File: config.mk
export PLATFORM = sky130hd
export DESIGN_NAME = oifs_tx_fifo
export DESIGN_NICKNAME = d
export VERILOG_FILES = /design/src/rtl/oifs_tx_fifo.sv
export SDC_FILE = /design/constraint.sdc
export NUM_CORES = 1
export LEC_CHECK = 0
export ABC_CLOCK_PERIOD_IN_PS = 6200
export BUFFER_PORTS_ARGS = -buffer_cell sky130_fd_sc_hd__buf_2
export CAP_MARGIN = 25
export CORE_ASPECT_RATIO = 0.7
export CORE_MARGIN = 1
export CORE_UTILIZATION = 41
export DETAILED_ROUTE_END_ITERATION = 16
export GPL_TIMING_DRIVEN = 0
export PLACE_DENSITY_LB_ADDON = 0.1
export SYNTH_ARGS = -nofsm -noshare
export SYNTH_HDL_FRONTEND = slang
export SYNTH_SLANG_ARGS = --single-unit
File: constraint.sdc
create_clock -name i_clk -period 6.2 [get_ports i_clk]
set_input_delay 0.31 -clock i_clk [delete_from_list [all_inputs] [get_ports i_clk]]
set_output_delay 0.31 -clock i_clk [all_outputs]
set_load 0.02 [all_outputs]
File: src/rtl/oifs_tx_fifo.sv
// oifs_tx_fifo: FIFO-buffered FTDI fast opto-isolated serial transmitter (FSCLK/FSDI/FSCTS).
// Define OIFS_TX_FRAME_CNT_EN to add the 16-bit o_frame_cnt completed-frame counter.
module oifs_tx_fifo #(
  parameter int CLK_DIV = 2,
  parameter int FIFO_AW = 4,
  parameter int GAP_CYC = 4
) (
  input  logic               i_clk,
  input  logic               i_arst_n,
  input  logic [7:0]         i_data,
  input  logic               i_chan,
  input  logic               i_valid,
  output logic               o_ready,
  output logic [FIFO_AW:0]   o_level,
  input  logic               i_fscts,
  output logic               o_fsclk,
  output logic               o_fsdi,
  output logic               o_busy,
  output logic               o_tick
`ifdef OIFS_TX_FRAME_CNT_EN
  ,output logic [15:0]       o_frame_cnt
`endif
);
  localparam int DW = (CLK_DIV > 1) ? $clog2(CLK_DIV) : 1;
  localparam int GW = $clog2(GAP_CYC) + 1;
  localparam int LW = FIFO_AW + 1;
  typedef enum logic [1:0] {IDLE, WAIT_CTS, SHIFT, GAP} state_t;
  state_t               r_state, w_next;
  logic [8:0]           r_mem [2**FIFO_AW];
  logic [FIFO_AW-1:0]   r_wptr, r_rptr;
  logic [FIFO_AW:0]     r_level;
  logic [1:0]           r_cts_s;
  logic [9:0]           r_shreg;
  logic [3:0]           r_bit;
  logic [DW-1:0]        r_div;
  logic [GW-1:0]        r_gap;
  logic                 r_fsclk, r_tick;
  logic                 w_push, w_pop, w_div_wrap, w_last, w_gap_done;
  assign w_push     = i_valid && o_ready;
  assign w_pop      = (r_state == WAIT_CTS) && r_cts_s[1];
  assign w_div_wrap = r_div == DW'(CLK_DIV - 1);
  assign w_last     = (r_state == SHIFT) && w_div_wrap && r_fsclk && (r_bit == 4'd9);
  assign w_gap_done = r_gap == GW'(GAP_CYC - 1);
  assign o_ready    = ~r_level[FIFO_AW];
  assign o_level    = r_level;
  assign o_fsclk    = r_fsclk;
  assign o_fsdi     = (r_state == SHIFT) ? r_shreg[0] : 1'b1;
  assign o_busy     = r_state != IDLE;
  assign o_tick     = r_tick;
  always_ff @(posedge i_clk)
    if (w_push) r_mem[r_wptr] <= {i_chan, i_data};
  always_ff @(posedge i_clk or negedge i_arst_n)
    if (!i_arst_n) begin
      r_wptr  <= '0;
      r_rptr  <= '0;
      r_level <= '0;
      r_cts_s <= '0;
    end else begin
      r_cts_s <= {r_cts_s[0], i_fscts};
      if (w_push) r_wptr <= r_wptr + FIFO_AW'(1);
      if (w_pop) r_rptr <= r_rptr + FIFO_AW'(1);
      r_level <= r_level + LW'(w_push) - LW'(w_pop);
    end
  always_ff @(posedge i_clk or negedge i_arst_n)
    if (!i_arst_n) r_state <= IDLE;
    else r_state <= w_next;
  always_comb begin
    w_next = r_state;
    case (r_state)
      IDLE:     w_next = (r_level != '0) ? WAIT_CTS : IDLE;
      WAIT_CTS: w_next = r_cts_s[1] ? SHIFT : WAIT_CTS;
      SHIFT:    w_next = w_last ? GAP : SHIFT;
      default:  w_next = w_gap_done ? IDLE : GAP;
    endcase
  end
  // FSDI advances on the FSCLK falling edge so it is stable across the FTDI's rising-edge sample
  always_ff @(posedge i_clk or negedge i_arst_n)
    if (!i_arst_n) begin
      r_shreg <= '1;
      r_bit   <= '0;
      r_div   <= '0;
      r_fsclk <= 1'b0;
      r_gap   <= '0;
      r_tick  <= 1'b0;
    end else begin
      r_tick <= w_last;
      r_gap  <= (r_state == GAP) ? r_gap + GW'(1) : '0;
      if (w_pop) begin
        r_shreg <= {r_mem[r_rptr], 1'b0};
        r_bit   <= '0;
        r_div   <= '0;
        r_fsclk <= 1'b0;
      end else if (r_state == SHIFT) begin
        r_div <= w_div_wrap ? '0 : r_div + DW'(1);
        if (w_div_wrap) r_fsclk <= ~r_fsclk;
        if (w_div_wrap && r_fsclk) begin
          r_shreg <= {1'b1, r_shreg[9:1]};
          r_bit   <= r_bit + 4'd1;
        end
      end
    end
`ifdef OIFS_TX_FRAME_CNT_EN
  logic [15:0] r_frame_cnt;
  always_ff @(posedge i_clk or negedge i_arst_n)
    if (!i_arst_n) r_frame_cnt <= '0;
    else if (r_tick) r_frame_cnt <= r_frame_cnt + 16'd1;
  assign o_frame_cnt = r_frame_cnt;
`endif
endmodule

; After elaboration in Yosys (flattened, before gate mapping)
; Memories as Yosys holds them, arrays and structs flattened.
; Cells that the tools add are included.
[word_totals]
output_inout_bits = 10
wordCells = 61
memories = 1
reg_bits = 37
mem_bits_rw = 144
[classes]
addsub = 7
bitwise = 2
muxes = 21
reduce_logical = 14
n_eq_ne = 5
[mem_list]
columns = memory, words, word_bits, read_ports, rd_ports_with_merged_regs, write_ports, line
row1 = r_mem, 16, 9, 1, 0, 1, 29  ; logic [8:0] r_mem [2**FIFO_AW];
[op_table]
columns = op, count
row1 = $mux W10, 3
row2 = $add A4 B1 Y4 const B, 3
row3 = $mux W4, 3
row4 = $mux W1, 11
row5 = $reduce_bool A2 Y1, 4
row6 = $logic_and A1 B1 Y1, 6
row7 = $pmux W2 S3, 1
row8 = $add A5 B1 Y5, 1
row9 = $reduce_bool A5 Y1, 1
row10 = $sub A5 B1 Y5, 1
row11 = $eq A2 B2 Y1 const B, 2
row12 = $eq A4 B4 Y1 const B, 1
row13 = $mux W2, 2
row14 = $reduce_and A2 Y1, 2
row15 = $add A3 B1 Y3 const B, 1
row16 = $eq A3 B2 Y1 const B, 1
row17 = $mux W3, 1
row18 = $eq A2 B1 Y1 const B, 1
row19 = $logic_not A2 Y1, 1
row20 = $not A1 Y1, 2
row21 = $add A1 B1 Y1 const B, 1

; Logic depth before layout (Yosys ltp)
[logic_depth]
depth_word = 6
mapped_depth = 9
depth_no_buf = 8

; Worst setup path before layout
; No wires, ideal clock.
[synth_path]
path_type = flip-flop to flip-flop
startpoint = reg r_level[4] (netlist: o_level[4])
endpoint = mem r_mem[3][0] (enable)
stages_incl_launch_ff = 5
slack_ps = 4055
n_path_buf = 1
period_less_slack_ps = 2145
t_arrival_ps = 1758
cell_sequence = dfrtp_1 nor2b_1 clkbuf_1 nand2_1 nor3_1
[synth_between]
elab_chain_len = 4
[synth_lines]
columns = item, line
row1 = "start, declared", 31  ; logic [FIFO_AW:0] r_level;
row2 = "start signal, assigned", 62  ; r_level <= r_level + LW'(w_push) - LW'(w_pop);
row3 = $not A1 Y1, 44  ; assign o_ready = ~r_level[FIFO_AW];
row4 = $logic_and A1 B1 Y1, 39  ; assign w_push = i_valid && o_ready;
row5 = $mux W1, 51  ; if (w_push) r_mem[r_wptr] <= {i_chan, i_data};
row6 = $mux W1 (implied by the code), 51
row7 = "end, declared", 29
; No other way between the ends.

; Final worst setup path
[layout_path]
startpoint = reg r_state[1]
endpoint = reg r_level[4] (netlist: o_level[4])
[layout_between]
elab_chain_len = 3
[layout_lines]
columns = item, line
row1 = "start, declared", 28  ; state_t r_state, w_next;
row2 = "start signal, assigned", 66  ; else r_state <= w_next;
row3 = $eq A2 B1 Y1, 40  ; assign w_pop = (r_state == WAIT_CTS) && r_cts_s[1];
row4 = $logic_and A1 B1 Y1, 40
row5 = $sub A5 B1 Y5, 62
; No other way between the ends.
; A chain may end at the register's enable or synchronous reset.

==> impl_metrics.tcl <==
set metrics [dict create \
    cpLargestDelayFamily "adder cells" \
    synth_edf_count 144 \
    final_cells 709 \
    rsz_0062_raised_after_global_routing "no" \
    ys_top_cells_by_count "144 x edfxtp_1, 29 x mux4_2, 27 x dfrtp_1, 24 x nand2_1, 22 x nor2_1" \
    vdd_drop_max_mv 0.196 \
    crit_required_ns 6.56 \
    globalRouteTotalUtil_pct 18.2 \
    timing.max_slew.rel_slack_pct 35.1 \
    post_drt_via_cell_ratio 5.22 \
    drt_iter0_drc 318 \
    clk_root_buffer_cell "clkbuf_16" \
    drt_first_pass_iters 5 \
    wire_length_of_the_first_global_routing_pass_mm 23.3 \
    synthFlopType "edfxtp_1" \
    first_global_vias 3733 \
    place.detailed.hpwl_mm 10.2 \
    grt_max_degree 38 \
    clock.fmax_ghz 0.387 \
    post_synth_mux_area_share_pct 12.7 \
    final_min_period_over_clock_period_pct 41.7 \
    tritoncts_clock_tree "done" \
    hold_slack_ns 0.257 \
    outcome "complete, no violations" \
    finalHoldViolations 0 \
    synthesis.area_um2 7270 \
    synth_async_sr_flop_share_pct 20.4 \
    largest_family_of_logic_cells_by_synthesized_area "multiplexers" \
    timing.final.crit_period_ns 2.58 \
    clk_pin_slew_ns 0.07 \
    crit_path_cell_trace "and3b_1 -> clkbuf_1 -> xor2_1 -> ha_1 -> fa_1 -> a21oi_1 -> nor2_1 -> nor2_1 -> xnor2_1" \
    critical-path-top-cell-by-count "nor2_1" \
    sequential_area_share_after_synthesis_pct 72.4 \
    count_of_final_setup_violators 0 \
    timing.critical_path.to_type "flop" \
    slew_viols_final 0 \
    cts_buffer_depth 2 \
    rr_worst_depth 9 \
    fp.dieH_um 113 \
    cp-start-kind "flop" \
    cpPeakStageDelay_ns 0.52 \
    design_power_total_uw 3760 \
    detail_route.drc_violations 0 \
    synthesis.instances 408 \
    antenna_cells_inserted 0 \
    antenna_violating_nets_post_route 0 \
    transition_time_of_the_tightest_slew_check_pin_ns 0.970 \
    library_cell_with_the_largest_summed_area_after_synthesis "edfxtp_1" \
    via_count 3698 \
    worst_slack_ns 3.62 \
    postCtsSetupRepairBufs 0 \
    layout-drive-gt1-share_pct 27.2 \
    worst_hold_path.endpoint "r_mem[8][3]" \
    largest_fanout_on_the_critical_path 10 \
    worstSkewPairLatency_ns 0.43 \
    post_cts.resized_instances 0 \
    num_rows 40 \
    setup-tns-final_ns 0 \
    die_width_um 161 \
    finalWirelength_mm 15.1 \
    pre_cts_ws_ns 3.67 \
    detail_route.wl_per_cell_um 21.2 \
    postSynthAreaPerCell_um2 17.8 \
    synth_simple_gate_area_share_pct 4.99 \
    i_o_pin_count 23 \
    clock-sinks 181 \
    type_of_the_setup_path_with_the_least_slack "flop to flop" \
    crit_slowest_cell "clkbuf_1" \
    synthMostInstantiatedCell "edfxtp_1" \
    design.final.nets 493 \
    fp.coreArea_um2 17300 \
    global_route.overflow_total 0 \
    initial_utilization_pct 42.1 \
    synth.ff_latch_count 181 \
    r2r_slack_ns 3.62 \
    layout-area-overhead-vs-synth_pct 15.9 \
    timing.hold.worst.class "input port to flop" \
    yosysUniqueCellTypes 40 \
    gp_routability_congestion 0.764 \
    worstPathBufferInverterCount 1 \
    die_area_um2 18300 \
    max_cap_violations 0 \
    critical_path.reg2reg.startpoint "r_state[1]" \
    synth_compound_gate_area_share_pct 3.67 \
    p_leak_uw 0.00296 \
    number_of_antenna_violations_at_the_first_check_in_global_routing 0 \
    cts.htree.levels 4 \
    placed_cells_incl_taps 672 \
    post_synth_xor_area_fraction_pct 1.57 \
    holdPathStages 1 \
    synth_top_cell_area_share_pct 59.5 \
    r2r_end "o_level[4]" \
    post_synth_fa_ha_maj_area_fraction_pct 2.69 \
    cts_made_buffers 17 \
    ys.warnings.count 0 \
    postSynthNetCount 436 \
    worst-endpoint-arrival_ns 2.95 \
    place.port_buffers 22 \
    netlist_top_cells_area "edfxtp_1 60%, dfrtp_1 9.3%, mux4_2 9.0%" \
    power-per-cell-area_nw_per_um2 447 \
    worst_hold_path_startpoint "i_data[3]" \
    final.setup_skew_ns 0.00665 \
]
cell families (layout without fill, tap and decap cells):
| group | after synthesis | in the layout |
|---|---|---|
| AOI/OAI and AO/OA | 39 | 39 |
| adders and majority gates | 15 | 15 |
| DFF | 181 | 181 |
| xor gates and xnor gates | 13 | 13 |
| and+or+nand+nor | 77 | 77 |
| buffers and inverters | 28 | 98 |
| muxes | 55 | 55 |
metrics by stage:
step,area [um^2],utilization (%)
floorplan,7270,-
global placement,7670,44.4
detailed placement,7800,45.2
CTS,8400,48.6
global route,8420,48.8
finish,8420,48.8
state kept, by name, summed over array words and instances, names as in the netlist:
register / flops
r_state: 2
o_tick: 1
r_gap: 3
o_level: 5
r_rptr: 4
r_div: 1
r_mem: 144
r_wptr: 4
o_fsclk: 1
r_shreg: 10
r_bit: 4
r_cts_s: 2
routing by layer:
metal,share of wire (%),wire (um),GRT usage (%),vias up
li1,-,-,-,1700
met1,51,7660,27.4,1915
met2,44,6570,26.0,68
met3,4.4,665,4.25,15
met4,1.2,175,5.85,0
met5,0,0,0,-
cell usage in the layout (no fill, tap or decap), types with 5 or more instances in the layout:
master	synthesis	final
dfrtp_1	27	27
nand3_1	7	7
xor2_1	6	6
buf_4	5	11
mux4_2	29	29
ha_1	14	14
o21ai_0	8	8
dfstp_2	10	10
a221oi_1	6	6
nor2_1	22	22
mux2i_1	18	18
buf_2	3	25
clkbuf_16	0	17
a22oi_1	10	10
edfxtp_1	144	144
inv_1	8	8
buf_6	2	10
nor3_2	1	5
o211ai_1	6	6
nand2_1	24	24
xnor2_1	7	7
a21oi_1	5	5
inv_6	0	5
mux2_2	8	8
clkbuf_1	8	8
area by class of cell:
class,instances,area (um^2)
fill,1460,8850
sequential,181,5260
multi-input combinational,199,1880
clock buffer,17,425
tap,231,289
timing repair buffer,38,265
clock inverter,15,154
buffer,20,113
inverter,8,30.0
how the worst max path moves through the flow:
| stage | from | endpoint | slack (ns) | cells past startpoint |
|---|---|---|---|---|
| after floorplan | o_level[4] | r_mem[3][0] | 4.06 | 4 |
| after global routing | r_state[1] | o_level[4] | 3.44 | 9 |
| after CTS | r_state[1] | o_level[4] | 3.63 | 9 |
| after global placement | o_level[4] | r_mem[3][4] | 3.16 | 4 |
| after detailed placement | r_state[1] | o_level[4] | 3.67 | 9 |
| final | r_state[1] | o_level[4] | 3.62 | 9 |
worst register-to-register path, cell delays in order, from the launching register on:
cell and delay (ns):
dfrtp_1 0.45, and3b_1 0.27, clkbuf_1 0.52, xor2_1 0.15, ha_1 0.24, fa_1 0.43, a21oi_1 0.16, nor2_1 0.06
nor2_1 0.11, xnor2_1 0.12
what timing repair did:
action,CTS,global route
endpoints found under the setup margin,0,0
endpoints found under the hold margin,17,0
hold buffers,2,0
where the power goes:
group          leakage, uW  internal, uW  switching [uW]
registers          0.00173          1490            93.2
clock network     0.000278           596             473
logic             0.000951           483             620
Power figures use the tool's default switching activity.
